`src/rtl/uart_fifo_transceiver.sv`:
```
// uart_fifo_transceiver: UART with TX/RX FIFOs, optional parity, 1/2 stop bits and a 16x oversampled receiver.
// Optional build macro UART_LOOPBACK_EN adds a loopback port that feeds the TX line into RX and holds txd high.
module uart_fifo_transceiver #(
    parameter int CLK_FREQ  = 11_059_200,
    parameter int BAUD      = 115200,
    parameter int DATA_BITS = 8,
    parameter int PARITY    = 0,
    parameter int STOP_BITS = 1,
    parameter int TX_DEPTH  = 16,
    parameter int RX_DEPTH  = 16
) (
    input  logic                 clk,
    input  logic                 rst,
`ifdef UART_LOOPBACK_EN
    input  logic                 loopback,
`endif
    input  logic                 rxd,
    output logic                 txd,
    input  logic [DATA_BITS-1:0] tx_data,
    input  logic                 tx_valid,
    output logic                 tx_ready,
    output logic [DATA_BITS-1:0] rx_data,
    output logic                 rx_valid,
    input  logic                 rx_ready,
    output logic                 rx_parity_err,
    output logic                 rx_frame_err,
    output logic                 rx_overrun
);
    localparam int DIV = (CLK_FREQ + 8 * BAUD) / (16 * BAUD);
    localparam int DW  = DIV > 1 ? $clog2(DIV) : 1;
    localparam int TA  = $clog2(TX_DEPTH);
    localparam int RA  = $clog2(RX_DEPTH);
    localparam int RW  = DATA_BITS + 2;

    typedef enum logic [2:0] {IDLE, START, DATA, PAR, STOP, BRK} state_t;

    if (DIV < 1) begin : g_div_chk
        $error("uart_fifo_transceiver: DIV < 1, BAUD too high for CLK_FREQ");
    end

    logic [DW-1:0]        div_q, div_d;
    logic                 tick;
    logic [DATA_BITS-1:0] tx_mem [TX_DEPTH];
    logic [TA:0]          tx_wp_q, tx_wp_d, tx_rp_q, tx_rp_d;
    logic                 tx_empty, tx_full, tx_push, tx_load, tx_line;
    logic [DATA_BITS-1:0] tx_head;
    state_t               tx_st_q, tx_st_d;
    logic [3:0]           tx_tk_q, tx_tk_d;
    logic [2:0]           tx_bit_q, tx_bit_d;
    logic [DATA_BITS-1:0] tx_sh_q, tx_sh_d;
    logic                 tx_par_q, tx_par_d;
    logic [1:0]           sync_q, sync_d;
    logic                 rx_src, rx_s, rx_samp, rx_push, rx_perr, rx_ferr, rx_pop, rx_wr, rx_full;
    state_t               rx_st_q, rx_st_d;
    logic [3:0]           rx_ph_q, rx_ph_d;
    logic [2:0]           rx_bit_q, rx_bit_d;
    logic [DATA_BITS-1:0] rx_sh_q, rx_sh_d;
    logic                 rx_pb_q, rx_pb_d;
    logic [RW-1:0]        rx_mem [RX_DEPTH];
    logic [RW-1:0]        rx_head;
    logic [RA:0]          rx_wp_q, rx_wp_d, rx_rp_q, rx_rp_d;
    logic                 ovr_q, ovr_d;

`ifdef UART_LOOPBACK_EN
    logic lb_q, lb_d;
    always_comb lb_d = loopback;
    always_ff @(posedge clk or posedge rst) begin
        if (rst) lb_q <= 1'b0;
        else     lb_q <= lb_d;
    end
    assign rx_src = lb_q ? tx_line : rxd;
    assign txd    = tx_line | lb_q;
`else
    assign rx_src = rxd;
    assign txd    = tx_line;
`endif

    assign tick     = div_q == DW'(DIV - 1);
    assign tx_empty = tx_wp_q == tx_rp_q;
    assign tx_full  = (tx_wp_q ^ tx_rp_q) == {1'b1, {TA{1'b0}}};
    assign tx_ready = !tx_full;
    assign tx_push  = tx_valid && tx_ready;
    assign tx_head  = tx_mem[tx_rp_q[TA-1:0]];

    assign rx_s          = sync_q[1];
    assign rx_samp       = tick && rx_ph_q == 4'd7;
    assign rx_perr       = PARITY != 0 && ((^{rx_sh_q, rx_pb_q}) == (PARITY == 2));
    assign rx_ferr       = !rx_s;
    assign rx_valid      = rx_wp_q != rx_rp_q;
    assign rx_full       = (rx_wp_q ^ rx_rp_q) == {1'b1, {RA{1'b0}}};
    assign rx_pop        = rx_valid && rx_ready;
    assign rx_wr         = rx_push && (!rx_full || rx_pop);
    assign rx_head       = rx_mem[rx_rp_q[RA-1:0]];
    assign rx_data       = rx_head[DATA_BITS-1:0];
    assign rx_frame_err  = rx_valid && rx_head[DATA_BITS];
    assign rx_parity_err = rx_valid && rx_head[DATA_BITS+1];
    assign rx_overrun    = ovr_q;

    always_comb begin
        div_d   = tick ? '0 : div_q + 1'b1;
        sync_d  = {sync_q[0], rx_src};
        tx_wp_d = tx_wp_q + (TA+1)'(tx_push);
        tx_rp_d = tx_rp_q + (TA+1)'(tx_load);
        rx_wp_d = rx_wp_q + (RA+1)'(rx_wr);
        rx_rp_d = rx_rp_q + (RA+1)'(rx_pop);
        ovr_d   = rx_push && rx_full && !rx_pop;
    end

    always_comb begin
        tx_st_d  = tx_st_q;
        tx_tk_d  = tx_tk_q;
        tx_bit_d = tx_bit_q;
        tx_sh_d  = tx_sh_q;
        tx_par_d = tx_par_q;
        tx_load  = 1'b0;
        tx_line  = tx_st_q == START ? 1'b0 : tx_st_q == DATA ? tx_sh_q[0] : tx_st_q == PAR ? tx_par_q : 1'b1;
        if (tick) tx_tk_d = tx_tk_q + 4'd1;
        if (tx_st_q == IDLE) tx_load = tick && !tx_empty;
        else if (tick && tx_tk_q == 4'd15) begin
            case (tx_st_q)
                START: tx_st_d = DATA;
                DATA: begin
                    tx_sh_d  = tx_sh_q >> 1;
                    tx_bit_d = tx_bit_q + 3'd1;
                    if (tx_bit_q == 3'(DATA_BITS - 1)) begin
                        tx_st_d  = PARITY != 0 ? PAR : STOP;
                        tx_bit_d = '0;
                    end
                end
                PAR: tx_st_d = STOP;
                default: begin
                    tx_bit_d = tx_bit_q + 3'd1;
                    // last stop bit: chain straight into the next frame when data is waiting
                    if (tx_bit_q == 3'(STOP_BITS - 1)) begin
                        tx_load = !tx_empty;
                        tx_st_d = IDLE;
                    end
                end
            endcase
        end
        if (tx_load) begin
            tx_st_d  = START;
            tx_tk_d  = '0;
            tx_bit_d = '0;
            tx_sh_d  = tx_head;
            tx_par_d = (PARITY == 1) ^ (^tx_head);
        end
    end

    always_comb begin
        rx_st_d  = rx_st_q;
        rx_ph_d  = rx_ph_q;
        rx_bit_d = rx_bit_q;
        rx_sh_d  = rx_sh_q;
        rx_pb_d  = rx_pb_q;
        rx_push  = 1'b0;
        if (tick) rx_ph_d = rx_ph_q + 4'd1;
        case (rx_st_q)
            IDLE: if (!rx_s) begin
                rx_st_d = START;
                rx_ph_d = '0;
            end
            START: if (rx_samp) begin
                rx_st_d  = rx_s ? IDLE : DATA;
                rx_bit_d = '0;
            end
            DATA: if (rx_samp) begin
                rx_sh_d  = {rx_s, rx_sh_q[DATA_BITS-1:1]};
                rx_bit_d = rx_bit_q + 3'd1;
                if (rx_bit_q == 3'(DATA_BITS - 1)) rx_st_d = PARITY != 0 ? PAR : STOP;
            end
            PAR: if (rx_samp) begin
                rx_pb_d = rx_s;
                rx_st_d = STOP;
            end
            STOP: if (rx_samp) begin
                rx_push = 1'b1;
                rx_st_d = rx_s ? IDLE : BRK;
            end
            default: if (rx_s) rx_st_d = IDLE;
        endcase
    end

    always_ff @(posedge clk) begin
        if (tx_push) tx_mem[tx_wp_q[TA-1:0]] <= tx_data;
        if (rx_wr)   rx_mem[rx_wp_q[RA-1:0]] <= {rx_perr, rx_ferr, rx_sh_q};
    end

    always_ff @(posedge clk or posedge rst) begin
        if (rst) begin
            div_q    <= '0;
            tx_wp_q  <= '0;
            tx_rp_q  <= '0;
            tx_st_q  <= IDLE;
            tx_tk_q  <= '0;
            tx_bit_q <= '0;
            tx_sh_q  <= '0;
            tx_par_q <= 1'b0;
            sync_q   <= 2'b11;
            rx_st_q  <= IDLE;
            rx_ph_q  <= '0;
            rx_bit_q <= '0;
            rx_sh_q  <= '0;
            rx_pb_q  <= 1'b0;
            rx_wp_q  <= '0;
            rx_rp_q  <= '0;
            ovr_q    <= 1'b0;
        end else begin
            div_q    <= div_d;
            tx_wp_q  <= tx_wp_d;
            tx_rp_q  <= tx_rp_d;
            tx_st_q  <= tx_st_d;
            tx_tk_q  <= tx_tk_d;
            tx_bit_q <= tx_bit_d;
            tx_sh_q  <= tx_sh_d;
            tx_par_q <= tx_par_d;
            sync_q   <= sync_d;
            rx_st_q  <= rx_st_d;
            rx_ph_q  <= rx_ph_d;
            rx_bit_q <= rx_bit_d;
            rx_sh_q  <= rx_sh_d;
            rx_pb_q  <= rx_pb_d;
            rx_wp_q  <= rx_wp_d;
            rx_rp_q  <= rx_rp_d;
            ovr_q    <= ovr_d;
        end
    end
endmodule

```
`config.mk`:
```
export PLATFORM = sky130hd
export DESIGN_NAME = uart_fifo_transceiver
export DESIGN_NICKNAME = d
export VERILOG_FILES = /design/src/rtl/uart_fifo_transceiver.sv
export SDC_FILE = /design/constraint.sdc
export NUM_CORES = 1
export LEC_CHECK = 0
export CAP_MARGIN = 30
export CORE_MARGIN = 4
export CORE_UTILIZATION = 55
export CTS_CLUSTER_SIZE = 30
export DETAILED_ROUTE_END_ITERATION = 8
export PLACE_DENSITY = 0.78
export SLEW_MARGIN = 15
export SYNTH_ARGS = -nofsm -noshare
export SYNTH_HDL_FRONTEND = slang
export SYNTH_SLANG_ARGS = --single-unit
```
`constraint.sdc`:
```
create_clock -name clk -period 3.5 [get_ports clk]
set_clock_uncertainty 0.2 [all_clocks]
set_input_delay 0.7 -clock clk [delete_from_list [all_inputs] [get_ports clk]]
set_output_delay 0.7 -clock clk [all_outputs]
set_load 0.03 [all_outputs]
```
## After elaboration in Yosys (flattened, before gate mapping)

Memories as Yosys holds them, arrays and structs flattened.
Cells that the tools add are included.

- Bits in registers: 63
- Bits in writable memories: 272
- Input port bits: 13
- Output and inout bits: 14
- Logic and storage cells: 135
- Memories: 2

- Add/sub/neg operators: 9
- Equal/unequal tests: 25
- Muxes and demuxes: 47
- Bitwise gates (word level): 2
- Reduce and logical (&&, ||, !) cells: 34

Memories:

| memory | depth | bits a word | read ports | clocked after memory_dff | write ports | RTL line | RTL |
|---|---|---|---|---|---|---|---|
| rx_mem | 16 | 9 | 1 | 0 | 1 | 59 | `logic [RW-1:0] rx_mem [RX_DEPTH];` |
| tx_mem | 16 | 8 | 1 | 0 | 1 | 43 | `logic [DATA_BITS-1:0] tx_mem [TX_DEPTH];` |

Operator list:

| operator | count |
|---|---|
| $mux 3 | 20 |
| $mux 8 | 4 |
| $add 5x1->5 | 4 |
| $mux 4 | 5 |
| $pmux 3 s5 | 1 |
| $ne 2x2->1 const B | 7 |
| $mux 1 | 13 |
| $eq 3x2->1 const B | 4 |
| $eq 3x3->1 const B | 4 |
| $pmux 3 s2 | 2 |
| $eq 5x5->1 const B | 2 |
| $xor 5x5->5 | 2 |
| $add 3x1->3 const B | 3 |
| $logic_and 1x1->1 | 9 |
| $logic_not 3->1 | 3 |
| $pmux 3 s3 | 1 |
| $reduce_and 3->1 | 3 |
| $add 4x1->4 const B | 2 |
| $reduce_bool 2->1 | 4 |
| $reduce_xor 8->1 | 1 |
| $reduce_and 7->1 | 1 |
| $eq 3x1->1 const B | 2 |
| $reduce_bool 6->1 | 1 |
| $eq 5x5->1 | 1 |
| other kinds (14) | 18 |

## Longest topological paths before layout

Gate-level depths: netlist of the first run.

- Depth after elaboration: 8
- Mapped depth: 12
- Mapped depth without buffers: 10

## Worst setup path before layout of the first run

Ideal clock, no wire load.

- Kind: reg2out
- From: reg rx_rp_q[0]
- To: out rx_data[0]
- Data arrival time: 2.235 ns
- Required time: 2.600 ns
- Setup slack: 0.365 ns
- Stages on the path, launching flop included: 5
- Cell sequence: dfrtp_1 clkbuf_1 buf_2 mux4_2 mux4_2

- Longest elaborated chain between the ends: 1

RTL lines:

| item | RTL line | RTL |
|---|---|---|
| start, declared | 61 | `logic [RA:0] rx_wp_q, rx_wp_d, rx_rp_q, rx_rp_d;` |
| start signal, assigned | 224 | `rx_rp_q <= rx_rp_d;` |
| $mem_v2 16x9 | - |  |
| end, declared | 22 | `output logic [DATA_BITS-1:0] rx_data,` |

No other way between the ends.

## Worst setup path in the final report of the first run

- From: reg rx_rp_q[1]
- To: out rx_data[3]

Same word-level chain as after synthesis.

==> results of run 1 <==
-- layout make-up --
type / count / area [um2]
Fill cell: 1606 / 8670
Multi-Input combinational cell: 366 / 3560
Clock inverter: 22 / 209
Inverter: 10 / 37.5
Sequential cell: 335 / 9750
Tap cell: 324 / 405
Timing Repair Buffer: 77 / 678
Clock buffer: 42 / 943
-- power breakdown --
part | internal (mW) | switching, mW | leakage [nW] | total (mW)
logic | 1.41 | 1.40 | 1.72 | 2.80
clock network | 2.16 | 1.50 | 0.549 | 3.66
registers | 4.61 | 0.256 | 3.52 | 4.86
total | 8.17 | 3.15 | 5.79 | 11.3
-- worst min-delay path by stage --
stage / to / slack [ps] / depth (start not counted) / from
2_1_floorplan: sync_q[1]$_DFF_PP1_ / 150 / 0 / sync_q[0]$_DFF_PP1_
3_3_place_gp: sync_q[1]$_DFF_PP1_ / 150 / 0 / sync_q[0]$_DFF_PP1_
3_5_place_dp: sync_q[1]$_DFF_PP1_ / 150 / 0 / sync_q[0]$_DFF_PP1_
4_1_cts: sync_q[1]$_DFF_PP1_ / 160 / 0 / sync_q[0]$_DFF_PP1_
5_1_grt: sync_q[1]$_DFF_PP1_ / 160 / 0 / sync_q[0]$_DFF_PP1_
6_report: sync_q[1]$_DFF_PP1_ / 160 / 0 / sync_q[0]$_DFF_PP1_
-- per-stage QoR --
stage | hold slack, ps | cell area [um2]
6_report | 159 | 15600
5_1_grt | 163 | 15600
4_1_cts | 162 | 15600
3_5_place_dp | 147 | 14400
3_3_place_gp | 150 | 14400
2_1_floorplan | 145 | 13500
-- repair_timing --
action	4_1_cts	5_1_grt
buffers inserted	2	0
gates resized for setup	25	12
pin swaps	0	0
endpoints found under the hold margin	0	0
endpoints found under the setup margin	9	7
-- layer usage --
layer	track usage [%]	vias up
met5	0	-
met4	5.86	0
met3	3.12	50
met2	36.7	232
met1	26.3	3560
li1	-	3090
-- flip-flops by register name, summed over array words and instances, names as in the netlist --
| name | flops |
|---|---|
| tx_sh_q | 8 |
| tx_tk_q | 4 |
| div_q | 3 |
| tx_par_q | 1 |
| rx_sh_q | 8 |
| tx_rp_q | 5 |
| rx_mem | 144 |
| rx_bit_q | 3 |
| tx_st_q | 3 |
| rx_ph_q | 4 |
| tx_wp_q | 5 |
| rx_wp_q | 5 |
| rx_rp_q | 5 |
| rx_st_q | 3 |
| rx_overrun | 1 |
| sync_q | 2 |
| tx_mem | 128 |
| tx_bit_q | 3 |
-- cell usage after synthesis (5+ instances only) --
| master | number |
|---|---|
| nand2_1 | 33 |
| buf_1 | 5 |
| a22oi_1 | 5 |
| inv_1 | 10 |
| ha_1 | 15 |
| nor2_1 | 46 |
| edfxtp_1 | 272 |
| xnor2_1 | 21 |
| dfrtp_1 | 61 |
| a21oi_1 | 21 |
| a2bb2oi_1 | 8 |
| nor2b_1 | 7 |
| nand2b_1 | 9 |
| mux2i_1 | 21 |
| nor3_1 | 11 |
| mux4_2 | 69 |
| clkbuf_1 | 26 |
| buf_2 | 7 |
| nand3_1 | 12 |
| o21ai_0 | 13 |
| mux2_2 | 15 |
| xor2_1 | 13 |
-- worst register-to-register path, stage by stage (launching register included) --
cell and delay (ps):
dfrtp_2 570, buf_4 280, mux4_2 540, mux2_2 310, a22oi_1 320, xnor2_1 180, xnor2_1 150, xnor2_1 150
o21ai_1 80
-- logic make-up after synthesis --
logic type / after synthesis
AO/OA/AOI/OAI: 70
buffers and inverters: 52
XOR/XNOR: 34
adder cells (fa/ha/maj): 15
AND/OR/NAND/NOR: 140
other: 1
multiplexers: 106
flip-flops: 335
==> results.ini, run 1 <==
[global_routing]
grt_overflow=0
grt_pass1_vias=7171
antenna_found_initial=0
grt_pass1_wl_um=41800
grt_max_degree=34
grtUsageTotal_pct=20.6

[sta]
worst_slew_margin_rel_pct=48.9
tightest_slew_ps=763
fin_ws_ps=101
finalHoldViolations=0
drv_slew=0
period_share_pct=97.1
fin_tns_setup_ps=0
setup_viol=0
rsz0062_at_grt=false
period_needed_ps=3400
max_freq_mhz=294

[setup_path]
r2r_setup_slack_ps=590
cp_common_cell=mux4_2
reg2reg_from=tx_rp_q[0]$_DFF_PP0_
path_buf_inv=2
rr_endpoint=tx_par_q$_DFFE_PP0P_
crit_slowest_cell=dfrtp_2
crit_required_ps=2600
path_class=reg -> out
worst_ep_arrival_time_ps=2500
worstSetupStartpoint=rx_rp_q[1]$_DFF_PP0_
worstSetupStartpointType=flip-flop
cp-end-kind=output port
crit_path_max_fanout=32
reg2reg_depth=8
max_stage_delay_ps=520
cp_cell_sequence=buf_12 -> mux4_2 -> mux4_2 -> dlygate4sd2_1
path_depth=4
crit_end=rx_data[3]
crit_family=multiplexers

[route]
remaining_drc_errors=0
top_layer_used=met4
routed_wl_um=26800
firstDrtPassIters=5
dr_wl_met2_um=14300
wl_met1_um=10400
first_iter_violations=648
num_vias=6932
wl_per_cell_um=22.8
met3_wirelength_um=1500
viasPerCell=5.89
ant_nets=0

[logic_synthesis]
seq_area_frac_synth_pct=72.0
ys_types=49
synth_xor_area_share_pct=2.20
synth_area_leaders=edfxtp_1 60%, mux4_2 11%, dfrtp_1 11%
ys_warn_count=0
syn-cell-area_um2=13500
muxShareOfSynthArea_pct=14.4
syn_inst=753
synth_edf_count=272
synth_compound_area_share_pct=3.37
synth_top_family_by_area=multiplexers
yosys.area_share.simple_pct=4.88
syn-num-nets=781
synth_area_leader_cell=edfxtp_1
synth.avg_cell_area_um2=18.0
synth-main-ff-cell=edfxtp_1
synth-async-reset-ratio_pct=18.8
synth.top_cell.area_share_pct=60.4
synthAdderAreaFrac_pct=1.39
synth_seq_cells=335

[clock_tree]
clock-sinks=335
cts_buffer_depth=3
root_buffer=clkbuf_16
cts_tree=done
numCtsBuffers=35
clkTransAtPathRegs_ps=60
htreeDepth=2
ctsHoldBuffers=0
worstSkewPairLatency_ps=510

[pwr]
p_per_area_nw_per_um2=727
power_leakage_nw=5.79
peakVddDrop_mv=0.505
p_total_mw=11.3

[cells_and_area]
layout_common_cells=272 x edfxtp_1, 69 x mux4_2, 58 x dfrtp_1
fin_cells=1176
drive_gt1_share_pct=24.8
area_delta_synth_final_pct=15.1
num_antenna_cells=0
nets=853
utilization_pct=64.3
layout_commonest_cell=edfxtp_1

[run_status]
run_status=finished clean

[min_path]
min_path_type=reg -> reg

[die]
fp.dieW_um=165
num_rows=57
start_util_pct=55.8
die-area_um2=27200
ioPinCount=27
core_um2=24200
fp.dieH_um=165

[placement]
dp_worst_setup_slack_ps=194
gp_congestion=0.824
place_inst=1110
io_buffers=25
hpwl_um=16900

[job]
cap_viol_max_count=0

Note: power is estimated with default switching activity, not from simulation.
==> inputs of run 2 (changes only) <==
--- a/config.mk
+++ b/config.mk
@@ -15,3 +15,4 @@
 export SYNTH_ARGS = -nofsm -noshare
 export SYNTH_HDL_FRONTEND = slang
 export SYNTH_SLANG_ARGS = --single-unit
+export TNS_END_PERCENT = 20
==> constraint.sdc (replaced) <==
create_clock -name clk -period 3.48 [get_ports clk]
set_clock_uncertainty 0.2 [all_clocks]
set_input_delay 0.696 -clock clk [delete_from_list [all_inputs] [get_ports clk]]
set_output_delay 0.696 -clock clk [all_outputs]
set_load 0.03 [all_outputs]
==> run 2 against run 1 <==
Net effect: critical path depth increased by 1; global-route usage increased by 0.41 points; final area about the same; power decreased by 0.86%; clock power decreased by 5.5%; utilization about the same; hold slack improved by 1.1 ps; cell count increased by 0.43%; combinational power increased by 2%; the run now ends with setup timing left; highest routed layer unchanged; clock-buffer cell count increased by 10; via count increased by 1.8%; sequential power increased by 0.8%.
==> results.ini, run 2 (synthesis results as in run 1) <==
[run_status]
run_status=finished, violations left
violations=setup timing

[die]
core_um2=24200  ; unchanged
num_rows=57  ; unchanged
die-area_um2=27200  ; unchanged
fp.dieH_um=165  ; unchanged
start_util_pct=55.8  ; unchanged
fp.dieW_um=165  ; unchanged
ioPinCount=27  ; unchanged

[sta]
drv_slew=0  ; unchanged
worst_slew_margin_rel_pct=52.9  ; +4.0 points
rsz0062_at_grt=true
fin_tns_setup_ps=-2.85  ; -2.85 ps
period_needed_ps=3480
period_share_pct=100
fin_ws_ps=-2.85  ; -103 ps
max_freq_mhz=287
tightest_slew_ps=704  ; -58.6 ps
finalHoldViolations=0  ; unchanged
setup_viol=1  ; +1
hold-worst-slack_ps=160  ; +1.08 ps

[min_path]
min_path_type=reg -> reg

[placement]
place_area_um2=14500  ; +0.23%
place_inst=1116  ; +0.54%
dp_worst_setup_slack_ps=85.6  ; -108 ps
io_buffers=25  ; unchanged
gp_congestion=0.837  ; +1.6%
hpwl_um=17400  ; +2.5%

[clock_tree]
numCtsBuffers=34  ; -2.9%
cts_tree=done
root_buffer=clkbuf_16
ctsHoldBuffers=0  ; unchanged
clkTransAtPathRegs_ps=60  ; about the same
htreeDepth=2  ; unchanged
cts_buffer_depth=3  ; unchanged
worstSkewPairLatency_ps=500  ; about the same
clock-sinks=335  ; unchanged

[setup_path]
max_stage_delay_ps=530  ; about the same
cp-end-kind=output port
crit_slowest_cell=mux4_2
crit_path_max_fanout=5  ; -84%
path_class=reg -> out
worst_ep_arrival_time_ps=2590  ; +90 ps
worstSetupStartpointType=flip-flop
crit_required_ps=2580  ; -20 ps
cp_cell_sequence=buf_4 -> buf_4 -> mux4_2 -> mux4_2 -> clkdlybuf4s15_2

[pwr]
peakVddDrop_mv=0.479  ; -5.2%
p_per_area_nw_per_um2=721  ; -0.85%
power_leakage_nw=5.78  ; about the same
p_total_mw=11.2  ; -0.86%

[global_routing]
grt_pass1_wl_um=42900  ; +2.6%
grt_max_degree=49  ; +44%
grt_pass1_vias=7388  ; +3.0%
antenna_found_initial=0  ; unchanged
grtUsageTotal_pct=21.0  ; +0.41 points
grt_overflow=0  ; unchanged

[job]
cap_viol_max_count=0  ; unchanged

[cells_and_area]
num_antenna_cells=0  ; unchanged
fillers=1613  ; +0.44%
drive_gt1_share_pct=24.3  ; -0.49 points
layout_common_cells=272 x edfxtp_1, 69 x mux4_2, 58 x dfrtp_1
nets=860  ; +0.82%
area_delta_synth_final_pct=15.1  ; about the same
design_area_um2=15600  ; about the same
layout_commonest_cell=edfxtp_1
fin_cells=1181  ; +0.43%
utilization_pct=64.2  ; about the same
largest_reg_flops=144  ; unchanged

[route]
num_vias=7057  ; +1.8%
ant_nets=0  ; unchanged
routed_wl_um=27600  ; +2.9%
wl_per_cell_um=23.4  ; +2.4%
first_iter_violations=600  ; -7.4%
firstDrtPassIters=4  ; -1
remaining_drc_errors=0  ; unchanged
viasPerCell=5.98  ; +1.4%

run 2: changes by cell type in the layout (fill, tap and decap cells not counted), sizes merged:
cell and change:
clkbuf +9, clkinvlp -5, bufinv -1, buf +3, clkdlybuf4s15 +6, clkinv -7
run 2: what timing repair did:
item,4_1_cts,5_1_grt
setup buffers,4,0
endpoints found under the setup margin,9,8
gates resized for setup,26,3
run 2: worst paths after layout:
check / slack (ps) / cells past startpoint / startpoint / end
max: -3 / 5 / rx_rp_q[0]$_DFF_PP0_ / rx_data[7]
min: 160 / 0 / sync_q[0]$_DFF_PP1_ / sync_q[1]$_DFF_PP1_
max reg2reg: 520 / 8 / div_q[1]$_DFF_PP0_ / rx_mem[0][2]$_DFFE_PP_
min reg2reg: 160 / 0 / sync_q[0]$_DFF_PP1_ / sync_q[1]$_DFF_PP1_
max in group asynchronous: 2170 / 3 / rst / sync_q[1]$_DFF_PP1_
min in group asynchronous: 290 / 2 / rst / tx_st_q[2]$_DFFE_PP0P_
run 2: power by group:
part	internal (mW)	total (mW)	switching [mW]
Clock	2.05	3.46	1.41
Combinational	1.46	2.86	1.40
Sequential	4.64	4.90	0.267
run 2: critical path: cells and delay by family (launching register included):
family / cells / cell delay (ps)
muxes: 2 / 1010
buffers and inverters: 3 / 600
DFF: 1 / 480
run 2: layer usage:
layer / global-route usage [%] / wire [um]
met4: 5.94 / 738
met5: 0 / 0
met3: 3.62 / 1440
met2: 37.4 / 14600
met1: 26.7 / 10800
run 2: layout make-up:
class,count,area [um2],share of cell area [%]
clock buffer,52,960,6.16
multi-input combinational,366,3560,22.8
tap,324,405,2.60
inverter,10,37.5,0.241
sequential,335,9750,62.6
timing repair buffer,85,767,4.92
clock inverter,9,98.8,0.634
==> inputs of run 3 (changes only) <==
--- a/config.mk
+++ b/config.mk
@@ -6,7 +6,6 @@
 export NUM_CORES = 1
 export LEC_CHECK = 0
 export CAP_MARGIN = 30
-export CORE_MARGIN = 4
 export CORE_UTILIZATION = 55
 export CTS_CLUSTER_SIZE = 30
 export DETAILED_ROUTE_END_ITERATION = 8
==> run 3 against run 2 <==
Net effect: the flow still finishes with violations (setup timing); power rose by 1.1%; critical endpoint unchanged; non-clock buffer count fell by 11; largest cell class unchanged; routed wire length rose by 1.4%; critical path depth did not move; global-route usage rose by 1.8 points; hold slack got worse by 5.8 ps; first-iteration DRC count rose by 33%; combinational power barely moved; sequential power fell by 1%.
==> results.ini, run 3 (synthesis results as in run 1) <==
[route]
ant_nets=0  ; unchanged
num_vias=7003  ; -0.77%
first_iter_violations=796  ; +33%
wl_per_cell_um=23.9  ; +2.1%
remaining_drc_errors=0  ; unchanged
routed_wl_um=28000  ; +1.4%
viasPerCell=5.97  ; about the same
firstDrtPassIters=7  ; +3

[setup_path]
worst_ep_arrival_time_ps=2600  ; about the same
reg2reg_depth=8  ; unchanged
cp-end-kind=output port
worstSetupStartpointType=flip-flop
crit_path_max_fanout=14  ; +9
crit_required_ps=2580  ; about the same
path_class=reg -> out

[cells_and_area]
num_antenna_cells=0  ; unchanged
nets=850  ; -1.2%
layout_common_cells=272 x edfxtp_1, 69 x mux4_2, 58 x dfrtp_1
layout_commonest_cell=edfxtp_1
design_area_um2=15600  ; -0.18%
drive_gt1_share_pct=23.6  ; -0.71 points
largest_reg_flops=144  ; unchanged
area_delta_synth_final_pct=14.9

[clock_tree]
worstSkewPairLatency_ps=530  ; +30 ps
root_buffer=clkbuf_16
numCtsBuffers=35  ; +2.9%
ctsHoldBuffers=0  ; unchanged
clock-sinks=335  ; unchanged
clkTransAtPathRegs_ps=60  ; about the same
cts_buffer_depth=3  ; unchanged
cts_tree=done
htreeDepth=2  ; unchanged

[global_routing]
antenna_found_initial=0  ; unchanged
grtUsageTotal_pct=22.8  ; +1.8 points
grt_pass1_wl_um=42800  ; -0.21%
grt_overflow=0  ; unchanged
grt_max_degree=48  ; -2.0%
grt_pass1_vias=7161  ; -3.1%

[pwr]
peakVddDrop_mv=0.517  ; +7.9%
p_per_area_nw_per_um2=730  ; +1.2%
power_leakage_nw=5.76  ; -0.41%

[min_path]
hold_depth=0  ; unchanged
min_path_type=reg -> reg

[placement]
place_area_um2=14400  ; -0.52%
gp_congestion=0.817  ; -2.4%
hpwl_um=16900  ; -2.6%
io_buffers=25  ; unchanged

[job]
cap_viol_max_count=0  ; unchanged

[sta]
fin_ws_ps=-18.6  ; -15.7 ps
period_needed_ps=3500  ; +15.7 ps
hold-worst-slack_ps=154  ; -5.76 ps
drv_slew=0  ; unchanged
setup_viol=3  ; +2
max_freq_mhz=286  ; -0.45%
finalHoldViolations=0  ; unchanged
period_share_pct=101  ; +0.45 points
rsz0062_at_grt=true
worst_slew_margin_rel_pct=46.8  ; -6.1 points
tightest_slew_ps=793  ; +89.2 ps

[die]
die-area_um2=25200  ; -7.1%
ioPinCount=27  ; unchanged
fp.dieH_um=159  ; -3.6%
core_um2=24200  ; unchanged
num_rows=57  ; unchanged
start_util_pct=55.8  ; unchanged
fp.dieW_um=159  ; -3.6%

[run_status]
violations=setup timing
run_status=finished, violations left

==> run 3: cell count changes in the layout (fill, tap and decap cells not counted), moves of 2 or more <==
cell	previous run	this run
buf_4	54	44
clkbuf_1	15	13
clkdlybuf4s15_2	6	4
clkinv_8	0	2
==> run 3: through the flow <==
step | instances | total power, mW | TNS, ps | setup slack [ps] | util [%]
5_1_grt | 1173 | 11.8 | -343 | -96.3 | 64.1
6_report | 1173 | 11.3 | -47.7 | -18.6 | 64.1
3_5_place_dp | 1106 | 7.79 | 0 | 170 | 59.4
3_3_place_gp | 1106 | 7.65 | 0 | 230 | 59.4
4_1_cts | 1173 | 11.4 | -228 | -52.9 | 64.1
2_1_floorplan | 753 | 6.97 | 0 | 349 | -
==> run 3: worst max-delay path, stage by stage, from the launching register on <==
cell,delay [ps]
dfrtp_2,390
buf_12,180
buf_4,170
mux4_2,540
mux4_2,490
clkdlybuf4s15_2,290
==> run 3: report_power, final <==
group / switching (mW) / leakage, nW / internal [mW]
clock: 1.51 / 0.541 / 2.10
combinational: 1.46 / 1.70 / 1.43
sequential: 0.218 / 3.52 / 4.63
total: 3.18 / 5.76 / 8.16
==> run 3: final cells by class <==
cell class	instances	area, um2
Tap cell	324	405
Inverter	10	37.5
Timing Repair Buffer	74	679
Sequential cell	335	9750
Clock inverter	13	155
Clock buffer	51	966
Multi-Input combinational cell	366	3560
Fill cell	1605	8700
==> run 3: path summary, 6_finish.rpt <==
path                                 startpoint                      to  slack [ps]
min in group asynchronous                   rst    tx_rp_q[0]$_DFF_PP0_         290
min reg2reg                 sync_q[0]$_DFF_PP1_     sync_q[1]$_DFF_PP1_         150
max in group asynchronous                   rst     sync_q[1]$_DFF_PP1_        2170
max reg2reg                  div_q[1]$_DFF_PP0_  rx_mem[9][1]$_DFFE_PP_         560
max                        rx_rp_q[0]$_DFF_PP0_              rx_data[7]         -20
min                         sync_q[0]$_DFF_PP1_     sync_q[1]$_DFF_PP1_         150
==> run 3: timing repair <==
item	CTS	global route
setup endpoints to repair	9	7
buffers inserted	3	0
gates resized for setup	22	6
==> run 3: metal layers <==
| layer | global-route usage [%] | vias to the layer above | part of all wire [%] | wire length [um] |
|---|---|---|---|---|
| met1 | 28.7 | 3574 | 37 | 10400 |
| li1 | - | 3083 | - | - |
| met3 | 3.34 | 42 | 6.7 | 1880 |
| met4 | 5.77 | 0 | 1.5 | 433 |
| met2 | 41.4 | 304 | 54 | 15300 |
| met5 | 0 | - | 0 | 0 |
==> variant, RTL diff (settings of run 2) <==
Build with the macro `UART_LOOPBACK_EN` defined.
--- a/src/rtl/uart_fifo_transceiver.sv
+++ b/src/rtl/uart_fifo_transceiver.sv
@@ -1,5 +1,7 @@
 // uart_fifo_transceiver: UART with TX/RX FIFOs, optional parity, 1/2 stop bits and a 16x oversampled receiver.
 // Optional build macro UART_LOOPBACK_EN adds a loopback port that feeds the TX line into RX and holds txd high.
+`define UART_LOOPBACK_EN
+
 module uart_fifo_transceiver #(
     parameter int CLK_FREQ  = 11_059_200,
     parameter int BAUD      = 115200,
Interface: changed (added loopback); port bits go from 27 to 28. The function was not compared with the original's and may differ.
==> variant against run 2 <==
Count of clock-buffer cells in the layout fell by 11. Total power increased by 4.0%. Utilization shrank 0.052 points. Global-route usage decreased by 0.46 points. Die area is 0.16% higher. Sequential cell count increased by 1. Wire length fell by 3.9%. Sequential share of layout area up 0.20 points. Area after synthesis is 0.17% higher. Setup slack improved by 0.047 ns. Maximum frequency rose by 1.4%. Final area about the same. Highest routed layer unchanged.
==> variant: results (changes against run 2) <==
| Metric | Value |
|---|---|
| Outcome | finished, final reports clean |
| DR WL met3 | 1160 microns (-20%) |
| Via density | 5.93 (-0.75%) |
| Share of cells above drive strength 1 | 23.8% (-0.51 points) |
| # DRC | 0 (unchanged) |
| HPWL Detailed | 17,400 microns (+0.34%) |
| Tot GR Track Use | 20.5% (-0.46 points) |
| Root buf cell | clkbuf_16 |
| Leak | 5.75 nW (-0.62%) |
| Cell Area, Placed | 14,500 sq um (-0.13%) |
| Top cells by area, synth | edfxtp_1 60%, mux4_2 11%, dfrtp_1 11%, mux2i_1 1.4%, ha_1 1.4% |
| Initial DRC count | 607 (+1.2%) |
| IO Port Bufs | 26 (+4.0%) |
| Sequential share of the synthesized area | 72.1% (about the same) |
| Total length of routed met2 wires | 14,000 microns (-4.0%) |
| Slew headroom | 46.5% (-6.4 points) |
| Synth Flop Type | edfxtp_1 |
| Vias in the first global route | 7,405 (+0.23%) |
| Drt first pass iters | 5 (+1) |
| Routability cong. | 0.856 (+2.2%) |
| Peak VDD IR | 482 uV (+0.64%) |
| Pin count of the biggest net entering global routing | 38 (-22%) |
| DR WL/cell | 22.7 microns (-3.0%) |
| Commonest cells in the synthesized netlist | 272 x edfxtp_1, 69 x mux4_2, 62 x dfrtp_1, 42 x nor2_1, 38 x nand2_1 |
| Global-route wire length before repair | 42,300 microns (-1.4%) |
| Clk Latency, worst-skew pair | 0.52 ns (+0.02 ns) |
| Fill cell total of the finished layout | 1,645 (+2.0%) |
| Mux share of post-synthesis cell area | 14.7% (+0.33 points) |
| Postcts setup bufs | 0 (-4) |
| XOR/XNOR share of the synthesized area | 2.26% (+0.061 points) |
| Unique masters post-synth | 47 (-4.1%) |
| CP Max Fanout | 10 (+5) |
| Clock Path Buffers | 3 (unchanged) |
| N_diodes | 0 (unchanged) |
| Ys Warns | 0 (unchanged) |
| Post-Syn Nets | 777 (-0.51%) |
| Wl on met1 | 10,800 microns (-0.57%) |
| Post-synth ARST share | 19.0% (+0.24 points) |
| Synth Area in Compound Gates | 3.07% (-0.30 points) |
| Initial antenna violation count | 0 (unchanged) |
| Adder-Cell Fraction of Synth Area | 1.38% (-0.0023 points) |
| CTS buffer count | 35 (+2.9%) |
| Fin nets | 848 (-1.4%) |
| Arrival time worst endpoint | 2.54 ns (-0.05 ns) |
[variant: kinds of logic after synthesis]
kind of cell               after synthesis
adders and majority gates               15
DFF                                    336
buffers and inverters                   48
AOI/OAI and AO/OA                       64
and+or+nand+nor                        139
xor gates and xnor gates                35
other                                    1
muxes                                  110
[variant: layout make-up]
class	count	area, sq um	area share, %
inverter	10	37.5	0.241
timing repair buffer	72	686	4.40
tap	324	405	2.60
clock inverter	23	183	1.17
clock buffer	41	920	5.91
multi-input combinational	364	3560	22.9
sequential	336	9780	62.8
[variant: per-layer routing]
metal | up-vias | global-route usage (%)
met5 | - | 0
met4 | 0 | 5.90
met3 | 49 | 3.34
met2 | 209 | 35.5
met1 | 3618 | 27.1
li1 | 3063 | -
[variant: worst paths after layout]
| check | startpoint | endpoint | slack (ns) | cells after the start |
|---|---|---|---|---|
| max | rx_rp_q[0] | rx_data[4] | 0.04 | 5 |
| min | sync_q[0] | sync_q[1] | 0.16 | 0 |
| max in group asynchronous | rst | sync_q[1] | 1.89 | 3 |
| min reg2reg | sync_q[0] | sync_q[1] | 0.16 | 0 |
| max reg2reg | tx_rp_q[0] | tx_par_q | 0.51 | 8 |
| min in group asynchronous | rst | div_q[1] | 0.44 | 2 |
[variant: stage by stage]
step	setup TNS [ns]	util, %	setup slack [ns]	instances	power [mW]
4_1_cts	0	64.2	0.0000682	1170	11.8
3_3_place_gp	0	59.6	0.307	1106	8.06
5_1_grt	-0.104	64.2	-0.0326	1170	12.2
2_1_floorplan	0	-	0.319	748	7.31
6_report	0	64.2	0.0438	1170	11.7
3_5_place_dp	0	59.6	0.242	1106	8.24
[variant: what timing repair did]
action | in CTS | in global routing
gates resized for setup | 26 | 2
setup endpoints to repair | 9 | 7
endpoints found under the hold margin | 0 | 0
[variant: worst reg2reg max path, delay by kind of cell, from the launching register on]
kind,cells,cell delay [ns]
buffers and inverters,1,0.29
AO/OA/AOI/OAI,2,0.40
flip-flops,1,0.60
multiplexers,2,0.86
XOR/XNOR,3,0.51
[variant: where the power goes]
group          switching, mW  internal (mW)
clock network           1.48           2.05
logic                   1.58           1.57
registers              0.294           4.70
total                   3.35           8.32
